===== src/rtl/txdata_pkt_sched.sv =====
// txdata_pkt_sched: schedules RBG packet bursts for each symbol of a slot.
//
// A symbol start pulse (while enabled) launches RBG_NUM packets. Each packet is
// a one-cycle o_rbg_load pulse followed by PKT_LEN framed beats. Beats advance
// only while i_rready is high. Consecutive packets are separated by GAP_LEN
// idle cycles. Symbol and slot counters advance each time a symbol ends.
//
// Ports
//   i_clk        clock
//   i_reset      synchronous active-high reset
//   i_enable     scheduler enable; a drop finishes the current packet, then
//                abandons the symbol
//   i_sym_start  single-cycle symbol start pulse
//   i_rready     downstream ready; a low cycle stalls the next beat
//   i_clr_err    clears the sticky overrun flag (a simultaneous set wins)
//   o_rbg_load   one-cycle load strobe for the next RBG
//   o_rx_vld     beat valid
//   o_rx_sop     first beat of a packet
//   o_rx_eop     last beat of a packet
//   o_rbg_idx    current RBG index
//   o_symb_idx   current symbol index
//   o_slot_idx   current slot index
//   o_busy       scheduler is not idle
//   o_overrun    sticky: a symbol start arrived while busy
module txdata_pkt_sched #(
  parameter int unsigned PKT_LEN  = 48,
  parameter int unsigned RBG_NUM  = 16,
  parameter int unsigned GAP_LEN  = 4,
  parameter int unsigned SYMB_NUM = 14,
  parameter int unsigned SLOT_NUM = 80
) (
  input  logic       i_clk,
  input  logic       i_reset,
  input  logic       i_enable,
  input  logic       i_sym_start,
  input  logic       i_rready,
  input  logic       i_clr_err,
  output logic       o_rbg_load,
  output logic       o_rx_vld,
  output logic       o_rx_sop,
  output logic       o_rx_eop,
  output logic [3:0] o_rbg_idx,
  output logic [3:0] o_symb_idx,
  output logic [6:0] o_slot_idx,
  output logic       o_busy,
  output logic       o_overrun
);

  localparam int unsigned BEAT_W = 8;
  localparam int unsigned RBG_W  = 4;
  localparam int unsigned SYMB_W = 4;
  localparam int unsigned SLOT_W = 7;
  localparam int unsigned GAP_W  = 4;

  localparam logic [BEAT_W-1:0] LAST_BEAT = BEAT_W'(PKT_LEN - 1);
  localparam logic [RBG_W-1:0]  LAST_RBG  = RBG_W'(RBG_NUM - 1);
  localparam logic [SYMB_W-1:0] LAST_SYMB = SYMB_W'(SYMB_NUM - 1);
  localparam logic [SLOT_W-1:0] LAST_SLOT = SLOT_W'(SLOT_NUM - 1);
  // Only meaningful when GAP_LEN > 0; the GAP state is never entered otherwise.
  localparam logic [GAP_W-1:0]  LAST_GAP  = GAP_W'(GAP_LEN - 1);

  typedef enum logic [1:0] {
    S_IDLE,
    S_LOAD,
    S_BURST,
    S_GAP
  } state_t;

  state_t              state_q, state_d;
  logic [BEAT_W-1:0]   beat_q, beat_d;
  logic [BEAT_W-1:0]   beat_nxt;
  logic [GAP_W-1:0]    gap_q, gap_d;
  logic [RBG_W-1:0]    rbg_q, rbg_d;
  logic [SYMB_W-1:0]   symb_q, symb_d;
  logic [SLOT_W-1:0]   slot_q, slot_d;
  logic                load_q, load_d;
  logic                vld_q, vld_d;
  logic                sop_q, sop_d;
  logic                eop_q, eop_d;
  logic                busy_q, busy_d;
  logic                ovr_q, ovr_d;

  // State and registered outputs
  always_ff @(posedge i_clk) begin
    if (i_reset) begin
      state_q <= S_IDLE;
      beat_q  <= '0;
      gap_q   <= '0;
      rbg_q   <= '0;
      symb_q  <= '0;
      slot_q  <= '0;
      load_q  <= 1'b0;
      vld_q   <= 1'b0;
      sop_q   <= 1'b0;
      eop_q   <= 1'b0;
      busy_q  <= 1'b0;
      ovr_q   <= 1'b0;
    end else begin
      state_q <= state_d;
      beat_q  <= beat_d;
      gap_q   <= gap_d;
      rbg_q   <= rbg_d;
      symb_q  <= symb_d;
      slot_q  <= slot_d;
      load_q  <= load_d;
      vld_q   <= vld_d;
      sop_q   <= sop_d;
      eop_q   <= eop_d;
      busy_q  <= busy_d;
      ovr_q   <= ovr_d;
    end
  end

  // Next state and next registered outputs.
  // beat_q holds the index of the beat being presented (vld_q=1) or of the
  // beat still waiting for ready (vld_q=0).
  always_comb begin
    state_d  = state_q;
    beat_d   = beat_q;
    beat_nxt = beat_q;
    gap_d    = gap_q;
    rbg_d    = rbg_q;
    symb_d   = symb_q;
    slot_d   = slot_q;
    load_d   = 1'b0;
    vld_d    = 1'b0;
    sop_d    = 1'b0;
    eop_d    = 1'b0;

    // Overrun set has priority over clear
    if (i_sym_start && (state_q != S_IDLE)) begin
      ovr_d = 1'b1;
    end else if (i_clr_err) begin
      ovr_d = 1'b0;
    end else begin
      ovr_d = ovr_q;
    end

    case (state_q)
      S_IDLE: begin
        if (i_sym_start && i_enable) begin
          state_d = S_LOAD;
          load_d  = 1'b1;
        end
      end

      S_LOAD: begin
        state_d = S_BURST;
        beat_d  = '0;
        vld_d   = i_rready;
        sop_d   = i_rready;
        eop_d   = i_rready && (LAST_BEAT == '0);
      end

      S_BURST: begin
        if (vld_q && eop_q) begin
          if ((rbg_q < LAST_RBG) && i_enable) begin
            rbg_d = rbg_q + RBG_W'(1);
            if (GAP_LEN == 0) begin
              state_d = S_LOAD;
              load_d  = 1'b1;
            end else begin
              state_d = S_GAP;
              gap_d   = '0;
            end
          end else begin
            // Symbol finished or abandoned: advance symbol/slot position
            state_d = S_IDLE;
            rbg_d   = '0;
            if (symb_q == LAST_SYMB) begin
              symb_d = '0;
              slot_d = (slot_q == LAST_SLOT) ? '0 : slot_q + SLOT_W'(1);
            end else begin
              symb_d = symb_q + SYMB_W'(1);
            end
          end
        end else begin
          beat_nxt = beat_q + BEAT_W'(vld_q);
          beat_d   = beat_nxt;
          vld_d    = i_rready;
          sop_d    = i_rready && (beat_nxt == '0);
          eop_d    = i_rready && (beat_nxt == LAST_BEAT);
        end
      end

      S_GAP: begin
        if (gap_q == LAST_GAP) begin
          state_d = S_LOAD;
          load_d  = 1'b1;
          gap_d   = '0;
        end else begin
          gap_d = gap_q + GAP_W'(1);
        end
      end

      default: begin
        state_d = S_IDLE;
      end
    endcase

    busy_d = (state_d != S_IDLE);
  end

  assign o_rbg_load = load_q;
  assign o_rx_vld   = vld_q;
  assign o_rx_sop   = sop_q;
  assign o_rx_eop   = eop_q;
  assign o_rbg_idx  = rbg_q;
  assign o_symb_idx = symb_q;
  assign o_slot_idx = slot_q;
  assign o_busy     = busy_q;
  assign o_overrun  = ovr_q;

endmodule


===== config.mk =====
export PLATFORM = sky130hd
export DESIGN_NAME = txdata_pkt_sched
export DESIGN_NICKNAME = d
export VERILOG_FILES = /design/src/rtl/txdata_pkt_sched.sv
export SDC_FILE = /design/constraint.sdc
export NUM_CORES = 1
export LEC_CHECK = 0
export ABC_AREA = 0
export CORE_MARGIN = 5
export CORE_UTILIZATION = 58
export CTS_CLUSTER_DIAMETER = 200
export DETAILED_ROUTE_END_ITERATION = 8
export PLACE_DENSITY = 0.82
export SYNTH_ARGS = -nofsm -noshare
export SYNTH_HDL_FRONTEND = slang
export SYNTH_SLANG_ARGS = --single-unit

===== constraint.sdc =====
create_clock -name i_clk -period 3.7 [get_ports i_clk]
set_input_delay 0.74 -clock i_clk [delete_from_list [all_inputs] [get_ports i_clk]]
set_output_delay 0.74 -clock i_clk [all_outputs]
set_load 0.02 [all_outputs]

==> impl_results.md, run 1 <==
- Post-Syn Nets: approximately 230
- Largest net degree at the start of global routing: 35
- Sequential fraction of the synthesis area: 0.3726
- Number of antenna-violating nets in the routed design: 0
- Setup bufs post-CTS: 0
- Clock transition at path regs: 100 ps
- Post-Synth Simple-Gate Area: 0.2395
- Post-synthesis adder-cell area fraction: 0.05988
- Tightest Hold Check Type: register to register
- Ports: 27
- Core ar.: about 3100 sq um
- Slew margin rel.: 0.5436
- Hold depth: 2
- Synth Area in Compound Gates: 0.2422
- Synth area leader: dfxtp_1
- Vias per cell: 6.189
- Synth Area in XOR/XNOR: 0.03260
- P_sw: between 0.15 and 0.2 mW
- Die ar.: 4481 sq um
- Mapped Area: 1881 sq um
- PortBufs: 26
- Tot Pwr: 0.6820 mW
- First-pass GRT wire length: approximately 7400 um
- Clock buffer depth: 2
- Residual DRC: 0
- Dpl hpwl: about 3200 um
- Die height: 66.94 um
- Routability Congestion: 0.8614
- Post-synthesis mux area share: 0.01663
- FILL cells: 263
- Main combinational cell family by area after synthesis: compound AO/OA/AOI/OAI gates
- Async SR Flop Fraction: 0
- Worst slack, placed: 1079 ps
- Final setup vio count: 0
- Synth Instances: about 220
- # placed instances: 277
- CTS buffer count: 5
- Worst hold start: o_overrun
- Fin worst setup slack: roughly 1400 ps
- ANT cells: 0
- CP Data Required Time: 3960 ps
- Worst-Skew Late Latency: 330 ps
- Synth warn: 0
- Vias in the first global route: approximately 1700
- #FFs+latches synth: 35
- Setup TNS: 0 ps
- # nets final: between 200 and 300
- Status: complete, no violations
- Internal: 0.4978 mW
- Max-slew violation count: 0
- RSZ-0062 raised after global routing: no
- Max Freq: between 400 and 500 MHz
- Crit end category: register
- Post-CTS sizing: 0
- Clock power share: 0.287
- CP Launch Type: primary input
- CP Data Arrival Time: 2580 ps
- R2r setup slk: approximately 1500 ps
- Sw frac: 0.2700
- Layout cells sized above 1: 0.05394
- Worst-Margin Slew: 684.7 ps
- EDFF count, synth: 0
- FF-to-FF Start: state_q[0]
- Avg Cell Area, Syn: 8.666 sq um
- Layout area overhead: 17.56%
- RR Endpoint: o_slot_idx[4]
- Comb pwr share: 0.140
- Total GRT Usage: 0.2107
- Wire length per cell: about 15 um
- Die W: 66.94 um
- Drt pass-1 iters: 4
- Initial core utilization: 0.6110
- Count of cell types in the netlist: 48
- Final hold vios: 0
- Core Rows: 20
- DR vias: 1764
- Crit Path Class: primary input to register
- Final Skew: 7.027 ps
- Maximum capacitance violations: 0
- Reg power frac: 0.573
- Hold-fix buffers, CTS: 0
- Fin crit period: roughly 2300 ps
- Main flop type after synthesis: dfxtp_1
- Final worst-path cycle share: 0.6248
- Peak supply drop: 0.1483 mV
- Initial DRC Count: 83
- Largest fanout on the critical path: 13
- Initial antenna violation count: 0
- Drt total wl: 4261 um
- R2r worst-path depth: 6
- Worst min-delay path endpoint: o_overrun
- Synth top area share: 0.3726
- Synth top area cells: dfxtp_1 37%, a21oi_1 6.1%, ha_1 6.0%
- Leakage: ~0.72 nW
- Power Density: 308.5 nW/um^2
- Clock sinks: 35
- Finished Layout Cells: 285
- CTS tree: built
- Grt ovf: 0
- H-tree depth: 2
- Clock root buffer: clkbuf_4
-- placed cells by master (no fill, tap or decap), types with 5 or more instances in the layout --
| master | netlist | final |
|---|---|---|
| dfxtp_1 | 35 | 35 |
| clkdlybuf4s50_1 | 0 | 26 |
| a21oi_1 | 23 | 23 |
| o21ai_0 | 11 | 11 |
| nand3_1 | 10 | 10 |
| nand2_1 | 10 | 10 |
| a211oi_1 | 10 | 10 |
| nor2_1 | 9 | 9 |
| ha_1 | 9 | 9 |
| inv_1 | 7 | 7 |
| xnor2_1 | 7 | 7 |
| and3_1 | 5 | 5 |
| or3_1 | 5 | 5 |
| a31oi_1 | 5 | 5 |
| nor2b_1 | 5 | 5 |
| clkbuf_4 | 0 | 5 |
-- how the worst max path moves through the flow --
stage / start / endpoint / depth (start not counted)
5_1_grt: state_q[0] / o_slot_idx[4] / 6
4_1_cts: i_enable / o_slot_idx[4] / 4
2_1_floorplan: o_rbg_idx[0] / o_slot_idx[6] / 5
3_5_place_dp: i_enable / o_slot_idx[4] / 4
6_report: i_enable / o_slot_idx[4] / 4
3_3_place_gp: i_enable / o_slot_idx[6] / 4
-- synthesized netlist by cell type (all sizes together), types with 2 or more instances --
cell and instances:
or4 4, a22oi 2, nand3 11, nor3 4, o32ai 2, o21ai 11, nand2 10, nor3b 4
and3 5, a21bo 2, xnor2 7, nand4b 4, a31oi 5, nand4 3, nor2b 5, or3 5
and2 2, a311oi 2, dfxtp 35, nand2b 4, clkbuf 9, inv 7, buf 2, mux2i 2
nor2 9, a21oi 23, a211oi 10, nand3b 3, ha 9
-- flip-flops by register name, indices dropped and copies added (netlist names) --
signal / flops
beat_q: 8
o_slot_idx: 7
gap_q: 4
o_rbg_idx: 4
o_symb_idx: 4
state_q: 2
o_busy: 1
o_overrun: 1
o_rbg_load: 1
o_rx_eop: 1
o_rx_sop: 1
o_rx_vld: 1
-- power groups by stage --
stage	Clock [mW]	Combinational [mW]	Sequential [mW]
after global routing	0.218	0.105	0.393
final	0.196	0.0954	0.391
after floorplan	0	0.0553	0.405
after CTS	0.202	0.0952	0.391
after global placement	0	0.0920	0.399
after detailed placement	0	0.0948	0.400
-- per-layer routing --
| layer | GRT usage | share of wire | up-vias |
|---|---|---|---|
| met5 | 0 | 0 | - |
| met4 | 0.07342 | 0.014 | 0 |
| met3 | 0.05228 | 0.043 | 7 |
| met2 | 0.3775 | 0.50 | 38 |
| met1 | 0.2400 | 0.44 | 849 |
| li1 | - | - | 870 |
-- logic make-up after synthesis --
logic type,after synthesis
compound gates,69
xor+xnor,7
fa+ha+maj,9
buf+inv,18
flops,35
mux,3
simple gates,76
-- worst max-delay path, stage by stage --
cell and delay, ps:
clkdlybuf4s50_1 670, a211o_4 470, or4_1 520, a21oi_1 170
-- area by class of cell --
cell class	instances	area (sq um)	area share
multi-input combinational	164	1111	0.5025
inverter	7	26.28	0.01188
clock buffer	7	45.04	0.02037
timing repair buffer	27	267.8	0.1211
clock inverter	1	5.005	0.002264
tap	44	55.05	0.02490
sequential	35	700.7	0.3169
-- through the flow --
| stage | instance area (sq um) | hold slack (ps) | util |
|---|---|---|---|
| 2_1_floorplan | 1881 | 449.2 | - |
| 3_3_place_gp | 2161 | 453.9 | 0.7020 |
| 3_5_place_dp | 2161 | 471.1 | 0.7020 |
| 4_1_cts | 2211 | 483.5 | 0.7183 |
| 5_1_grt | 2211 | 509.9 | 0.7183 |
| 6_report | 2211 | 478.3 | 0.7183 |
No activity file was read; power rests on OpenSTA's default activity.
==> inputs of run 2 (changes only) <==
CORE_UTILIZATION = 54   (was 58)
PLACE_DENSITY = 0.77   (was 0.82)
clock period = 2.4 ns   (was 3.7 ns; I/O delays follow)
==> run 2 against run 1 <==
Combinational power is 59% higher. Sequential cell count stayed put. Final area is 3.5% higher. Sequential share of layout area is 1.1 points lower. Worst setup slack worse by 1000 ps. Largest cell class unchanged.
==> impl_results.md, run 2 (synthesis results as in run 1) <==
- Status: complete, no violations
- H-tree depth: 2 (unchanged)
- Clock buffer depth: 2 (unchanged)
- CTS buffer count: 5 (unchanged)
- Die height: 69.01 um (+3.1%)
- Leading cell types in the layout, fill and taps excluded: 35 x dfxtp_1, 26 x clkdlybuf4s50_1, 23 x a21oi_1, 11 x o21ai_0
- Crit end category: register
- Total GRT Usage: 0.1886 (-0.02212)
- CP Launch Type: register
- Peak supply drop: 0.3224 mV (+120%)
- RSZ-0062 raised after global routing: no
- Max Freq: roughly 490 MHz
- Maximum capacitance violations: 0 (unchanged)
- PortBufs: 26 (unchanged)
- Ports: 27 (unchanged)
- Drt total wl: 4398 um (+3.2%)
- Die ar.: 4762 sq um (+6.3%)
- CTS tree: built
- Initial DRC Count: 139 (+67%)
- Top reg by flops: beat_q
- Initial antenna violation count: 0 (unchanged)
- Layout area overhead: 21.62%
- Largest fanout on the critical path: 7 (-6)
- Final Skew: 14.16 ps (+7.132 ps)
- Final worst-path cycle share: 0.8575
- Dpl hpwl: 3121 um (-1.0%)
- Core ar.: 3363 sq um (+9.3%)
- Leakage: 0.7527 nW (+5.3%)
- Vias per cell: 6.072 (-1.9%)
- Number of antenna-violating nets in the routed design: 0 (unchanged)
- Final setup vio count: 0 (unchanged)
- Slew margin rel.: 0.6227 (+0.07914)
- Routability Congestion: 0.8898 (+3.3%)
- Residual DRC: 0 (unchanged)
- Clock sinks: 35 (unchanged)
- Hold-fix buffers, CTS: 0 (unchanged)
- CP Data Arrival Time: 2310 ps (-270 ps)
- Worst-Margin Slew: 566.0 ps (-118.7 ps)
- Worst-Skew Late Latency: 350 ps (+20 ps)
- Clock transition at path regs: 100 ps (about the same)
- Commonest non-fill, non-tap cell in the layout: dfxtp_1
- Setup bufs post-CTS: 0 (unchanged)
- Vias in the first global route: 1667 (-2.8%)
- ANT cells: 0 (unchanged)
- Largest net degree at the start of global routing: 34 (-2.9%)
- DR vias: 1761 (-0.17%)
- CP Data Required Time: 2650 ps (-1310 ps)
- Initial core utilization: 0.5592 (-0.05182)
- Die W: 69.01 um (+3.1%)
- R2r worst-path depth: 6 (unchanged)
- Crit Path Class: register to register
- Core Rows: 21 (+5.0%)
- Setup TNS: 0 ps (unchanged)
- Tot Pwr: 1.290 mW (+89%)
- Post-CTS sizing: 0 (unchanged)
- Hold depth: 2 (unchanged)
- Fin crit period: 2058 ps
- Power Density: 564.1 nW/um^2 (+83%)
- Grt ovf: 0 (unchanged)
- Layout cells sized above 1: 0.06967 (+0.01573)
- Max-slew violation count: 0 (unchanged)
- Max FFs per register: 8 (unchanged)
- Clock root buffer: clkbuf_4
- First-pass GRT wire length: 7645 um (+3.9%)
- Final hold vios: 0 (unchanged)
- # nets final: 258 (+1.2%)
- Wire length per cell: 15.17 um (+1.4%)
- Drt pass-1 iters: 4 (unchanged)
- Tightest Hold Check Type: register to register
[run 2: cell types whose count changed in the layout (fill, tap and decap cells not counted)]
cell and delta:
buf_4 +3, bufinv_16 +2, clkbuf_1 -1, clkinv_2 -1
[run 2: routing by layer]
layer,vias up,GRT usage,wire length [um]
li1,873,-,-
met1,829,0.2282,1958
met2,51,0.3210,2132
met3,8,0.05523,249
met4,0,0.05640,59
met5,-,0,0
[run 2: worst max-delay path, cell delays in order (launching register included)]
cell and delay [ps]:
dfxtp_1 420, inv_1 90, ha_1 450, nor2b_1 270, nand2_1 60, or4_1 460
o31ai_1 210
[run 2: final timing paths]
path               from  endpoint  slack [ps]
max          state_q[0]  o_rx_sop         340
min            gap_q[1]  gap_q[1]         490
max reg2reg  state_q[0]  o_rx_sop         340
min reg2reg    gap_q[1]  gap_q[1]         490
[run 2: area by class of cell]
| cell class | count | area (sq um) |
|---|---|---|
| multi-input cells | 164 | 1111 |
| well taps | 46 | 57.56 |
| flip-flops and latches | 35 | 700.7 |
| clock buffers | 6 | 41.29 |
| repair buffers | 30 | 290.3 |
| fillers | 301 | 1076 |
| inverters | 7 | 26.28 |
| clock inverters | 2 | 60.06 |
[run 2: report_power, final]
part	internal, mW	switching [mW]
combinational	0.0613	0.0911
sequential	0.594	0.00960
clock	0.325	0.209
[run 2: stage by stage]
stage,worst slack [ps],area (sq um),hold slack (ps),utilization,std cells
3_3_place_gp,354.6,2186,459.4,0.6499,282
5_1_grt,118.9,2287,535.5,0.6801,290
4_1_cts,343.8,2287,492.5,0.6801,290
6_report,341.9,2287,488.9,0.6801,290
3_5_place_dp,283.2,2186,477.1,0.6499,282
2_1_floorplan,434.0,1881,449.2,-,217
